### config.mk
export PLATFORM = sky130hd
export DESIGN_NAME = reg_share_arbiter
export DESIGN_NICKNAME = d
export VERILOG_FILES = /design/src/rtl/reg_arb_pkg.sv /design/src/rtl/rr_pick.sv /design/src/rtl/reg_share_arbiter.sv
export SDC_FILE = /design/constraint.sdc
export NUM_CORES = 1
export LEC_CHECK = 0
export CORE_AREA = 2 2 54 56
export DETAILED_ROUTE_END_ITERATION = 10
export DIE_AREA = 0 0 56 58
export PLACE_DENSITY = 0.81
export SLEW_MARGIN = 20
export SYNTH_ARGS = -nofsm -noshare
export SYNTH_HDL_FRONTEND = slang
export SYNTH_HIERARCHICAL = 1
export SYNTH_SLANG_ARGS = --single-unit
### constraint.sdc
create_clock -name clk -period 3.5 [get_ports clk]
set_clock_uncertainty 0.2 [all_clocks]
set_input_delay 0.7 -clock clk [delete_from_list [all_inputs] [get_ports clk]]
set_output_delay 0.7 -clock clk [all_outputs]
set_load 0.02 [all_outputs]
### src/rtl/reg_arb_pkg.sv
// Shared types and constants for the four-requester shared-register arbiter.
package reg_arb_pkg;
  localparam int NREQ = 4;
  localparam int IDXW = 2;

  typedef enum logic [1:0] {
    IDLE  = 2'd0,
    GRANT = 2'd1,
    WRITE = 2'd2
  } state_t;

  function automatic logic [NREQ-1:0] onehot(input logic [IDXW-1:0] idx);
    logic [NREQ-1:0] v;
    v      = '0;
    v[idx] = 1'b1;
    return v;
  endfunction
endpackage

### src/rtl/rr_pick.sv
// Combinational round-robin picker: first set req bit at or above ptr, modulo NREQ.
module rr_pick
  import reg_arb_pkg::*;
(
  input  logic [NREQ-1:0] req,
  input  logic [IDXW-1:0] ptr,
  output logic            found,
  output logic [IDXW-1:0] idx
);

  logic [IDXW-1:0] w_cand;

  always_comb begin
    found  = 1'b0;
    idx    = ptr;
    w_cand = '0;
    for (int k = 0; k < NREQ; k++) begin
      // 2-bit addition wraps 3 -> 0 naturally
      w_cand = ptr + IDXW'(k);
      if (!found && req[w_cand]) begin
        found = 1'b1;
        idx   = w_cand;
      end
    end
  end

endmodule

### src/rtl/reg_share_arbiter.sv
// Round-robin arbiter granting four requesters write access to one shared register.
// Optional hold-grant feature enabled by defining ARB_LOCK_EN.
module reg_share_arbiter
  import reg_arb_pkg::*;
#(
  parameter int WIDTH = 8
) (
  input  logic                  clk,
  input  logic                  reset,
  input  logic [NREQ-1:0]       req,
  input  logic [NREQ*WIDTH-1:0] data,
`ifdef ARB_LOCK_EN
  input  logic [NREQ-1:0]       lock,
`endif
  output logic [NREQ-1:0]       gnt,
  output logic [WIDTH-1:0]      q,
  output logic                  q_valid,
  output logic [IDXW-1:0]       owner
);

  state_t          r_state;
  logic [IDXW-1:0] r_ptr;
  logic [IDXW-1:0] r_sel;
  logic [WIDTH-1:0] r_q;
  logic [NREQ-1:0] r_gnt;
  logic            r_qv;
  logic [IDXW-1:0] r_owner;

  logic            w_found;
  logic [IDXW-1:0] w_idx;

  rr_pick u_pick (
    .req   (req),
    .ptr   (r_ptr),
    .found (w_found),
    .idx   (w_idx)
  );

  always_ff @(posedge clk or negedge reset) begin
    if (!reset) begin
      r_state <= IDLE;
      r_ptr   <= '0;
      r_sel   <= '0;
      r_q     <= '0;
      r_gnt   <= '0;
      r_qv    <= 1'b0;
      r_owner <= '0;
    end else begin
      // gnt and q_valid are single-cycle pulses; default them low
      r_gnt <= '0;
      r_qv  <= 1'b0;
      case (r_state)
        IDLE: begin
          if (w_found) begin
            r_sel   <= w_idx;
            r_gnt   <= onehot(w_idx);
            r_state <= GRANT;
          end
        end
        GRANT: begin
          r_q     <= data[int'(r_sel)*WIDTH +: WIDTH];
          r_owner <= r_sel;
          r_ptr   <= r_sel + 2'd1;
          r_qv    <= 1'b1;
          r_state <= WRITE;
        end
        WRITE: begin
`ifdef ARB_LOCK_EN
          // Locked owner re-enters GRANT directly; ptr already equals sel+1
          if (lock[r_owner] && req[r_owner]) begin
            r_gnt   <= onehot(r_sel);
            r_state <= GRANT;
          end else begin
            r_state <= IDLE;
          end
`else
          r_state <= IDLE;
`endif
        end
        default: r_state <= IDLE;
      endcase
    end
  end

  assign gnt     = r_gnt;
  assign q       = r_q;
  assign q_valid = r_qv;
  assign owner   = r_owner;

endmodule

==> flow_metrics.py <==
metrics = {
    "outcome": {
        "status": "finished, final reports clean",
    },
    "floorplanning": {
        "io_pins": 53,
        "initial_core_util_pct": 40.60,
        "die_w_um": 56,
        "die_h_um": 58,
        "rows": 19,
        "coreArea_sq_um": 2663,
        "design.die.area_sq_um": 3248,
    },
    "detailed_routing": {
        "drc_errors": 0,
        "post_drt_wl_per_cell_um": 16.28,
        "dr.first_iter.drc_count": 11,
        "vias_per_cell": 5.154,
        "dr_total_vias": 804,
        "drt-total-wl_um": 2540,
        "firstDrtPassIters": 4,
        "detail-route-antenna-nets": 0,
    },
    "worst_setup_path": {
        "endpoint": "q[3]",
        "worstPathMaxFanout": 2,
        "cp_data_required_time_ps": 2600,
        "crit_chain": "clkdlybuf4s50_1",
        "max_stage_delay_ps": 620,
        "path_buf_inv": 1,
        "cp.arrival_ps": 1300,
        "critPathTopFamily": "buffers and inverters",
        "startpoint": "q[3]",
        "cp.depth": 1,
        "endpoint_kind": "output pin",
        "slowest_stage": "clkdlybuf4s50_1",
        "r2r_cells": 2,
        "path_class": "register to output pin",
        "r2r-end": "q[3]",
        "rr_startpoint": "r_sel[0]",
        "cp-start-kind": "register",
        "ff2ff_setup_slack_ps": 1550,
    },
    "min_path": {
        "min_path_type": "register to register",
    },
    "sta": {
        "finalSetupViolCount": 0,
        "period_share_pct": 62.84,
        "finalSetupTns_ps": 0,
        "rsz0062_at_grt": "no",
        "slew_viol_final": 0,
        "worst_pin_slew_ps": 904.4,
        "fmax_mhz": 454.7,
        "max-slew-margin-rel_pct": 39.52,
        "hold_violations": 0,
        "min_period_ps": 2199,
    },
    "logic_synthesis": {
        "ys_seq_elements": 21,
        "yosys.area_share.simple_pct": 10.76,
        "synth_edf_count": 0,
        "yosysWarnings": 6,
        "synth.area.top_cells": "dfrtp_1 49%, mux4_2 12%, mux2_4 8.3%",
        "yosysUniqueCellTypes": 26,
        "synth-compound-area-share_pct": 3.009,
        "synth_top_area_share_pct": 48.61,
        "synth_top_area_cell": "dfrtp_1",
        "synth_fp_nets": 109,
        "synth_area_sq_um": 1081,
        "synthMuxAreaShare_pct": 33.91,
        "synth_top_family_by_area": "multiplexers",
        "ys_seq_area_share_pct": 48.61,
        "ys_async_sr_fraction_pct": 100.0,
        "synthAdderAreaFrac_pct": 0,
        "syn_area_per_cell_sq_um": 15.23,
        "synthCells": 71,
        "yosysMostFrequentCell": "dfrtp_1",
        "synthXorXnorAreaFrac_pct": 0.8102,
        "synthTopCellsByCount": "21 x dfrtp_1, 7 x mux2_2, 6 x mux2_4, 6 x mux4_2",
        "synthFlopType": "dfrtp_1",
    },
    "flow_run": {
        "drv_cap": 0,
    },
    "clock_tree": {
        "htreeDepth": 1,
        "root_buffer": "clkbuf_4",
        "clk_path_buf_depth": 2,
        "cts_tree": "built",
        "post_cts_buffers": 0,
        "clock_latency_ps": 310,
        "cts.sinks": 21,
        "cts-buffers-inserted": 3,
        "clkSlewWorstSetupHoldPaths_ps": 120,
        "cts_resized": 0,
        "cts_hold_buf": 0,
    },
    "global_route": {
        "antenna_found_initial": 0,
        "grt_pass1_vias": 855,
        "grt_max_degree": 22,
        "grt.total_usage_pct": 17.48,
        "grt_pass1_wl_um": 4271,
        "grt_overflow": 0,
    },
    "place": {
        "placed_cell_area_sq_um": 1624,
        "dpl.hpwl_um": 1960,
        "globalplace.congestion": 0.7061,
        "portBuffers": 52,
    },
    "power": {
        "power_density_nw_per_um2": 795.2,
        "leakagePower_uw": 0.0006951,
        "peakVddDrop_mv": 0.6111,
    },
    "finish": {
        "nFillCells": 221,
        "syn2layout_area_growth_pct": 52.78,
        "drive_above_1_share_pct": 20.80,
        "diodes": 0,
        "final_area_sq_um": 1652,
        "fin_nets": 164,
    },
}
[registers in the layout, summed over array words and instances, names as in the netlist]
signal / count
r_state: 2
q: 8
q_valid: 1
gnt: 4
owner: 2
r_sel: 2
r_ptr: 2
[per-stage QoR]
stage	utilization [%]	cells	hold slack, ps	worst slack (ps)	total power (uW)
after floorplan	-	71	204.4	1717	939.0
after detailed placement	61.00	152	285.8	1073	1211
after global placement	61.00	152	272.0	1151	1185
after CTS	62.03	156	301.9	1280	1331
final	62.03	156	293.8	1301	1313
after global routing	62.03	156	325.2	1247	1402
[logic make-up (layout without fill, tap and decap cells)]
family	count (synthesis)	count (layout)
AOI/OAI and AO/OA	4	4
xor gates and xnor gates	1	1
buffers and inverters	5	59
and+or+nand+nor	18	18
DFF	21	21
muxes	22	22
[worst min-delay path by stage]
stage	startpoint	to	slack (ps)	cells after the start
after floorplan	reset	gnt[0]	200	0
after global placement	r_state[1]	r_state[1]	270	1
after detailed placement	r_state[1]	r_state[1]	290	1
after CTS	r_state[1]	r_state[1]	300	1
after global routing	r_state[1]	r_state[1]	330	1
final	r_state[1]	r_state[1]	290	1
[metal layers]
metal / share of wire (%) / up-vias / GRT usage, %
met2: 54 / 26 / 29.41
li1: - / 371 / -
met1: 39 / 402 / 20.38
met4: 2.2 / 0 / 8.844
met5: 0 / - / 0
met3: 4.8 / 5 / 5.357
[cell type report]
cell class / count / area [sq um] / share of cell area [%]
inverter: 2 / 7.507 / 0.4545
clock inverter: 1 / 5.005 / 0.3030
clock buffer: 3 / 22.52 / 1.364
sequential: 21 / 525.5 / 31.82
timing repair buffer: 53 / 528.0 / 31.97
multi-input combinational: 45 / 524.3 / 31.74
tap: 31 / 38.79 / 2.348
[placed cells by master, fill, tap and decap left out, types with 2 or more instances in the layout]
| cell | instances |
|---|---|
| nor2_1 | 2 |
| nor2b_1 | 3 |
| mux2_2 | 7 |
| nand2_1 | 3 |
| and3b_1 | 2 |
| dfrtp_1 | 21 |
| mux4_2 | 6 |
| inv_1 | 2 |
| clkbuf_4 | 3 |
| clkdlybuf4s50_1 | 52 |
| nand2b_1 | 2 |
| mux2_4 | 6 |
| mux4_1 | 2 |
[report_power, final]
part	internal (uW)	switching [uW]	total (uW)
combinational	442	277	720
sequential	359	118	477
clock	42.7	73.2	116
No activity file was read; power rests on OpenSTA's default activity.
